===== config.mk =====
export PLATFORM = sky130hd
export DESIGN_NAME = key_cmd_filter
export DESIGN_NICKNAME = d
export VERILOG_FILES = /design/src/rtl/key_cmd_filter.sv
export SDC_FILE = /design/constraint.sdc
export NUM_CORES = 1
export LEC_CHECK = 0
export CORE_MARGIN = 10
export CORE_UTILIZATION = 58
export CTS_CLUSTER_DIAMETER = 200
export DETAILED_ROUTE_END_ITERATION = 10
export PLACE_DENSITY = 0.8
export SYNTH_ARGS = -nofsm -noshare
export SYNTH_HDL_FRONTEND = slang
export SYNTH_SLANG_ARGS = --single-unit

===== constraint.sdc =====
create_clock -name frame_clk -period 2.5 [get_ports frame_clk]
set_input_delay 0.25 -clock frame_clk [delete_from_list [all_inputs] [get_ports frame_clk]]
set_output_delay 0.25 -clock frame_clk [all_outputs]
set_load 0.05 [all_outputs]

===== src/rtl/key_cmd_filter.sv =====
// key_cmd_filter: movement-key sampler, debouncer and strobe generator.
// Keeps only W/A/S/D keycodes and emits press, release and repeat strobes.
module key_cmd_filter #(
    parameter int DEB_FRAMES    = 3,
    parameter int REPEAT_DELAY  = 30,
    parameter int REPEAT_PERIOD = 8
) (
    input  logic       frame_clk,
    input  logic       Reset,
    input  logic [7:0] keycode_in,
    output logic [7:0] keycode,
    output logic       key_valid,
    output logic       press_pulse,
    output logic       release_pulse,
    output logic       repeat_pulse
);

    typedef enum logic [1:0] {
        IDLE,
        DEBOUNCE,
        HELD,
        CHANGING
    } state_t;

    localparam logic [3:0] DEB  = 4'(DEB_FRAMES);
    localparam logic [7:0] RDLY = 8'(REPEAT_DELAY);
    localparam logic [7:0] RPER = 8'(REPEAT_PERIOD);

    state_t     state_q;
    logic [7:0] f_q;
    logic [7:0] cand_q;
    logic [3:0] cnt_q;
    logic [3:0] cnt_d;
    logic [7:0] rcnt_q;
    logic [7:0] rcnt_d;
    logic [7:0] pcnt_q;
    logic [7:0] pcnt_d;
    logic [7:0] key_q;
    logic       press_q;
    logic       release_q;
    logic       repeat_q;
    logic       is_move;

    assign is_move = (keycode_in == 8'h04) || (keycode_in == 8'h07) ||
                     (keycode_in == 8'h16) || (keycode_in == 8'h1A);

    assign cnt_d  = cnt_q + 4'd1;
    assign rcnt_d = (rcnt_q == 8'hFF) ? rcnt_q : rcnt_q + 8'd1;
    assign pcnt_d = pcnt_q + 8'd1;

    assign keycode       = key_q;
    assign key_valid     = (key_q != 8'h00);
    assign press_pulse   = press_q;
    assign release_pulse = release_q;
    assign repeat_pulse  = repeat_q;

    // Register the filtered keycode; non-movement codes read as no key.
    always_ff @(posedge frame_clk or negedge Reset) begin
        if (!Reset) begin
            f_q <= 8'h00;
        end else begin
            f_q <= is_move ? keycode_in : 8'h00;
        end
    end

    // Debounce FSM with registered key and strobe outputs.
    always_ff @(posedge frame_clk or negedge Reset) begin
        if (!Reset) begin
            state_q   <= IDLE;
            cand_q    <= 8'h00;
            cnt_q     <= 4'd0;
            rcnt_q    <= 8'd0;
            pcnt_q    <= 8'd0;
            key_q     <= 8'h00;
            press_q   <= 1'b0;
            release_q <= 1'b0;
            repeat_q  <= 1'b0;
        end else begin
            press_q   <= 1'b0;
            release_q <= 1'b0;
            repeat_q  <= 1'b0;
            unique case (state_q)
                IDLE: begin
                    if (f_q != 8'h00) begin
                        cand_q <= f_q;
                        cnt_q  <= 4'd1;
                        if (DEB == 4'd1) begin
                            key_q   <= f_q;
                            press_q <= 1'b1;
                            rcnt_q  <= 8'd0;
                            pcnt_q  <= 8'd0;
                            state_q <= HELD;
                        end else begin
                            state_q <= DEBOUNCE;
                        end
                    end
                end
                DEBOUNCE: begin
                    if (f_q == 8'h00) begin
                        cnt_q   <= 4'd0;
                        state_q <= IDLE;
                    end else if (f_q == cand_q) begin
                        if (cnt_d >= DEB) begin
                            key_q   <= cand_q;
                            press_q <= 1'b1;
                            rcnt_q  <= 8'd0;
                            pcnt_q  <= 8'd0;
                            state_q <= HELD;
                        end else begin
                            cnt_q <= cnt_d;
                        end
                    end else begin
                        cand_q <= f_q;
                        cnt_q  <= 4'd1;
                    end
                end
                HELD: begin
                    if (f_q == key_q) begin
                        rcnt_q <= rcnt_d;
                        if (RDLY != 8'd0) begin
                            if (rcnt_q < RDLY) begin
                                if (rcnt_d == RDLY) begin
                                    repeat_q <= 1'b1;
                                    pcnt_q   <= 8'd0;
                                end
                            end else if (pcnt_d == RPER) begin
                                repeat_q <= 1'b1;
                                pcnt_q   <= 8'd0;
                            end else begin
                                pcnt_q <= pcnt_d;
                            end
                        end
                    end else begin
                        cand_q <= f_q;
                        cnt_q  <= 4'd1;
                        if (DEB == 4'd1) begin
                            key_q <= f_q;
                            if (f_q == 8'h00) begin
                                release_q <= 1'b1;
                                state_q   <= IDLE;
                            end else begin
                                press_q <= 1'b1;
                                rcnt_q  <= 8'd0;
                                pcnt_q  <= 8'd0;
                            end
                        end else begin
                            state_q <= CHANGING;
                        end
                    end
                end
                CHANGING: begin
                    if (f_q == key_q) begin
                        cnt_q   <= 4'd0;
                        state_q <= HELD;
                    end else if (f_q == cand_q) begin
                        if (cnt_d >= DEB) begin
                            key_q <= cand_q;
                            cnt_q <= 4'd0;
                            if (cand_q == 8'h00) begin
                                release_q <= 1'b1;
                                state_q   <= IDLE;
                            end else begin
                                press_q <= 1'b1;
                                rcnt_q  <= 8'd0;
                                pcnt_q  <= 8'd0;
                                state_q <= HELD;
                            end
                        end else begin
                            cnt_q <= cnt_d;
                        end
                    end else begin
                        cand_q <= f_q;
                        cnt_q  <= 4'd1;
                    end
                end
                default: state_q <= IDLE;
            endcase
        end
    end

endmodule


# Word level (Yosys, flattened, before mapping)
# Cells that the tools add are included.
dict set report totals {
  ff_bits 49
  in_bits 10
}
dict set report op_classes {
  n_addsub 3
  magnitude_cmp 2
  n_eq_ne 28
  muxes 64
  n_reduce_logical 16
}
# op count
set op_table {}
lappend op_table {{$mux W8} 23}
lappend op_table {{$pmux W8 S3} 2}
lappend op_table {{$mux W4} 8}
lappend op_table {{$pmux W8 S4} 1}
lappend op_table {{$eq A8 B5 Y1 const B} 3}
lappend op_table {{$ne A2 B2 Y1 const B} 10}
lappend op_table {{$mux W2} 9}
lappend op_table {{$mux W1} 17}
lappend op_table {{$add A8 B1 Y8 const B} 2}
lappend op_table {{$eq A8 B3 Y1 const B} 2}
lappend op_table {{$eq A8 B8 Y1} 2}
lappend op_table {{$logic_not A8 Y1} 2}
lappend op_table {{$pmux W4 S4} 1}
lappend op_table {{$pmux W8 S2} 1}
lappend op_table {{$reduce_bool A8 Y1} 2}
lappend op_table {{$ne A3 B3 Y1 const B} 5}
lappend op_table {{$reduce_and A10 Y1} 1}
lappend op_table {{$reduce_and A9 Y1} 1}
lappend op_table {{$eq A8 B4 Y1 const B} 1}
lappend op_table {{$eq A8 B8 Y1 const B} 1}
lappend op_table {{$lt A8 B5 Y1 const B} 1}
lappend op_table {{$pmux W2 S4} 1}
lappend op_table {{$reduce_and A3 Y1} 2}
lappend op_table {{$reduce_and A6 Y1} 1}
lappend op_table {{other kinds (11)} 14}

# Logic depth before layout (Yosys ltp)
dict set report depth {
  ltp_word 7
  ltp_mapped 10
}

# Worst setup path before layout
# OpenSTA, ideal clock, no wires.
dict set report synth_path {
  kind {register to register}
  startpoint {reg cnt_q[0]}
  endpoint {reg rcnt_q[6]}
  setup_ns 0.127
  arrival_time_ns 2.210
  required_time_ns 2.373
  path_slack_ns 0.163
  stages_incl_launch_ff 10
  n_path_buf 1
  cell_sequence {dfrtp_1 ha_1 or4_4 o31ai_2 nor4_4 and4_4 or3_4 buf_6 a31oi_4 a21oi_1}
}
dict set report synth_between {
  elab_chain_len 4
  word_cells_on_any_way 5
  classes_between {add/sub: 1; order compare: 1; eq/ne: 2; reduce/logical: 1}
}
# element line
set synth_rtl {}
lappend synth_rtl {{from (decl)} 32} ;# logic [3:0] cnt_q;
lappend synth_rtl {{from (signal assigned)} 110} ;# cnt_q <= cnt_d;
lappend synth_rtl {{from (signal assigned)} 169} ;# cnt_q <= cnt_d;
lappend synth_rtl {{$add A4 B1 Y4 *} 47} ;# assign cnt_d = cnt_q + 4'd1;
lappend synth_rtl {{$ge A4 B2 Y1 *} {103, 156}}
lappend synth_rtl {{$ne A2 B2 Y1 (no source line)} --}
lappend synth_rtl {{$reduce_and A9 Y1 (no source line) *} --}
lappend synth_rtl {{to (signal assigned)} 119} ;# rcnt_q <= rcnt_d;
lappend synth_rtl {{to (decl)} 34} ;# logic [7:0] rcnt_q;
# Every way passes the cells marked *; elsewhere a longest branch is shown, timed or not.
# A chain may end at the register's enable or synchronous reset.

# Worst setup path in the final report
dict set report layout_path {
  startpoint {reg f_q[3]}
  endpoint {reg cnt_q[1]}
}
dict set report layout_between {
  elab_chain_len 4
  word_cells_on_any_way 13
  classes_between {eq/ne: 5; mux: 5; reduce/logical: 3}
}
# element line
set layout_rtl {}
lappend layout_rtl {{from (decl)} 30} ;# logic [7:0] f_q;
lappend layout_rtl {{from (signal assigned)} 62} ;# f_q <= is_move ? keycode_in : 8'h00;
lappend layout_rtl {{$eq A8 B8 Y1} {102, 155}}
lappend layout_rtl {{$mux W4 (on tied branches)} {155, 102}}
lappend layout_rtl {{$mux W4 (on tied branches)} {152, 99}}
lappend layout_rtl {{$pmux W4 S4} 82} ;# unique case (state_q)
# Several ways; a longest one is shown, not always the timed one.

==> results.py <==
metrics = {
    "placement": {
        "dpl.hpwl_mm": 4.14,
        "numPortBuffers": 21,
        "dp.cells": 340,
        "gp_congestion": 0.896,
        "place_area_mm2": 0.00304,
    },
    "timing": {
        "holdWs_ns": 0.423,
        "max_freq_mhz": 416,
        "finalHoldViolCount": 0,
        "max_slew_margin_pct": 65.2,
        "fin_crit_ns": 2.40,
        "period_share_pct": 96.1,
        "setup_viol": 0,
        "final_max_slew_viol_count": 0,
        "clock_skew_ns": 0.00925,
        "worstMarginPinSlew_ns": 0.521,
        "tns_ns": 0,
    },
    "setup_path": {
        "slowest_delay_ns": 0.47,
        "r2r_end": "cnt_q[1]$_DFFE_PN0P_",
        "cp_max_fo": 6,
        "cp_num_cells": 7,
        "critical_path.top_delay_family": "simple AND/OR/NAND/NOR gates",
        "path_class": "reg2reg",
        "reg2reg_slack_ns": 0.1,
        "crit_buf_inv": 1,
        "endpoint_kind": "flip-flop",
        "worst_r2r_path_depth": 7,
        "arrival_ns": 2.60,
        "reg2reg_from": "f_q[3]$_DFF_PN0_",
        "cp_cell_sequence": "xnor2_1 -> nand4_1 -> nor4_4 -> buf_4 -> a21oi_1 -> o21bai_1 -> mux2_2",
        "worstPathRequired_ns": 2.70,
        "cp-start-kind": "flip-flop",
        "slowest_stage": "nor4_4",
    },
    "clocking": {
        "numClockSinks": 49,
        "ctsHtreeMaxLevel": 2,
        "insertion_delay_ns": 0.30,
        "cts_tree": "built",
        "cts_buffers": 5,
        "cts_root_buf": "clkbuf_8",
        "clkTransAtPathRegs_ns": 0.09,
        "cts_max_path_buffers": 2,
    },
    "global_route": {
        "grt_pass1_wl_mm": 10.1,
        "grt_overflow": 0,
        "grt_max_degree": 30,
        "antenna_found_initial": 0,
        "grt_pass1_vias": 2090,
        "grt_usage_pct": 16.0,
    },
    "power_and_ir_drop": {
        "p_switching_w": 0.000716,
        "power.density_mw_per_mm2": 666,
        "power_frac_comb_pct": 29.3,
        "switching_share_pct": 33.6,
        "p_int_w": 0.00141,
        "ir_worst_vdd_uv": 381,
        "clockPowerShare_pct": 25.8,
        "p_seq_share_pct": 44.9,
        "leakage_nw": 1.43,
    },
    "routing": {
        "vias": 2150,
        "wirelength_mm": 5.79,
        "drtIter0Drc": 129,
        "drt_pass1_iterations": 4,
        "ant_nets": 0,
        "wl_per_cell_um": 16.5,
        "drc": 0,
        "via_per_inst": 6.11,
    },
    "synthesis": {
        "syn_area_per_cell_um2": 10.4,
        "yosysSeqAreaShare_pct": 45.0,
        "synth_top_area_cell": "dfrtp_1",
        "synth_seq_cells": 49,
        "yosys_warnings": 0,
        "synth_cell_type_count": 53,
        "async_flop_share_pct": 100,
        "syn_inst": 261,
        "synthTopCellsByArea": "dfrtp_1 45%, mux2_2 9.1%, xnor2_1 6.1%, a21oi_1 3.1%, ha_1 2.8%",
        "synth_top_area_share_pct": 45.0,
        "synth-edff-count": 0,
        "synthesis.area_mm2": 0.00272,
        "synth_ff_type": "dfrtp_1",
    },
    "cells_and_area": {
        "fin_cells": 352,
        "layout.nets": 316,
        "fillers": 322,
        "drive_gt1_share_pct": 17.0,
        "area_delta_synth_final_pct": 17.4,
        "fin_area_mm2": 0.00320,
        "n_antenna_cell": 0,
    },
    "floorplanning": {
        "fp.dieArea_mm2": 0.00783,
        "die_height_um": 88.5,
        "core-area_mm2": 0.00444,
        "num_rows": 24,
        "pin_count": 22,
        "initial_utilization_pct": 61.3,
        "fp.dieW_um": 88.5,
    },
    "min_path": {
        "hold_path_class": "in2async",
    },
    "status": {
        "status": "finished clean",
    },
    "flow_run": {
        "cap_violations": 0,
    },
}
cells in the final DEF (no fill, tap or decap), drive strengths merged, types with 2 or more instances in the layout:
| master | Yosys | final |
|---|---|---|
| nor2 | 14 | 14 |
| or3 | 2 | 3 |
| nand2b | 3 | 3 |
| xnor2 | 19 | 19 |
| a21oi | 17 | 17 |
| nand3b | 3 | 3 |
| dfrtp | 49 | 49 |
| conb | 1 | 3 |
| o21ai | 6 | 6 |
| o31ai | 5 | 5 |
| and3b | 2 | 2 |
| nor3 | 11 | 11 |
| clkbuf | 1 | 5 |
| nand4 | 7 | 7 |
| inv | 7 | 7 |
| nor4 | 10 | 10 |
| a31oi | 4 | 4 |
| buf | 3 | 12 |
| and3 | 6 | 6 |
| nand2 | 18 | 18 |
| clkdlybuf4s50 | 0 | 20 |
| ha | 6 | 6 |
| mux2 | 22 | 22 |
| xor2 | 5 | 5 |
| and2 | 7 | 7 |
| nand3 | 10 | 10 |
| nor2b | 4 | 4 |
metal layers:
layer	routed length, um	vias up	global-route usage, %	part of all wire (%)
li1	-	1026	-	-
met1	2660	1041	21.2	46
met2	2670	66	24.4	46
met3	326	17	4.14	5.6
met4	140	0	5.87	2.4
met5	0	-	0	0
sequential cells by signal, summed over array words and instances, names as in the netlist:
name	count
cand_q	8
cnt_q	4
f_q	8
keycode	8
pcnt_q	8
press_pulse	1
rcnt_q	8
release_pulse	1
repeat_pulse	1
state_q	2
layout make-up:
class	count	area [um2]	area share, %
flip-flops and latches	49	1230	38.4
repair buffers	33	298	9.32
multi-input cells	204	1480	46.2
well taps	52	65.1	2.04
inverters	7	26.3	0.822
clock buffers	5	68.8	2.15
clock inverters	2	35.0	1.10
worst register-to-register path, cell delays in order, from the launching register on:
cell	delay [ns]
dfrtp_1	0.43
xnor2_1	0.24
nand4_1	0.23
nor4_4	0.47
buf_4	0.19
a21oi_1	0.06
o21bai_1	0.29
mux2_2	0.38
how the worst max path moves through the flow:
stage | start | end | slack [ns]
CTS | cnt_q[0]$_DFFE_PN0P_ | rcnt_q[0]$_DFFE_PN0P_ | 0.02
detailed placement | cnt_q[0]$_DFFE_PN0P_ | rcnt_q[0]$_DFFE_PN0P_ | 0.04
global placement | cnt_q[0]$_DFFE_PN0P_ | rcnt_q[0]$_DFFE_PN0P_ | 0.12
global route | f_q[4]$_DFF_PN0_ | cnt_q[0]$_DFFE_PN0P_ | -0.005
finish | f_q[3]$_DFF_PN0_ | cnt_q[1]$_DFFE_PN0P_ | 0.1
floorplan | cnt_q[0]$_DFFE_PN0P_ | rcnt_q[6]$_DFFE_PN0P_ | 0.16
cell families (layout without fill, tap and decap cells):
kind of cell	Yosys count	after routing	share of synthesized area (%)
buf+inv	11	47	1.84
flops	49	49	45.0
fa+ha+maj	6	6	2.76
compound gates	44	44	11.2
other cells	1	3	0.138
xor+xnor	24	24	7.72
simple gates	103	104	21.8
mux	23	23	9.47
Yosys cell counts (all sizes together) (2+ instances only):
| cell | instances |
|---|---|
| nand4 | 7 |
| or3 | 2 |
| inv | 7 |
| nor2b | 4 |
| nand2 | 18 |
| a31oi | 4 |
| nor4 | 10 |
| nand3b | 3 |
| and2 | 7 |
| o21ai | 6 |
| nand3 | 10 |
| a21oi | 17 |
| o31ai | 5 |
| dfrtp | 49 |
| nand2b | 3 |
| xor2 | 5 |
| nor2 | 14 |
| nor3 | 11 |
| and3 | 6 |
| ha | 6 |
| xnor2 | 19 |
| mux2 | 22 |
| and3b | 2 |
| buf | 3 |
power by group through the flow:
stage,registers (W),logic [W],clock network [W]
after global placement,0.000964,0.000596,0
after global routing,0.000972,0.000681,0.000602
after CTS,0.000954,0.000619,0.000562
final,0.000956,0.000624,0.000550
after floorplan,0.00100,0.000382,0
after detailed placement,0.000970,0.000616,0
per-stage QoR:
step	total power (W)	worst slack [ns]	utilization [%]
2_1_floorplan	0.00138	0.163	-
5_1_grt	0.00225	-0.00537	71.9
6_report	0.00213	0.0966	71.9
4_1_cts	0.00213	0.0218	70.9
3_5_place_dp	0.00159	0.0450	68.3
3_3_place_gp	0.00156	0.119	68.3
what timing repair did:
| item | 4_1_cts | 5_1_grt |
|---|---|---|
| hold buffers | 1 | 0 |
| endpoints found under the hold margin | 20 | 0 |
| gates resized for setup | 0 | 3 |
| buffers inserted | 0 | 3 |
| endpoints found under the setup margin | 0 | 17 |
Note: power is estimated with default switching activity, not from simulation.
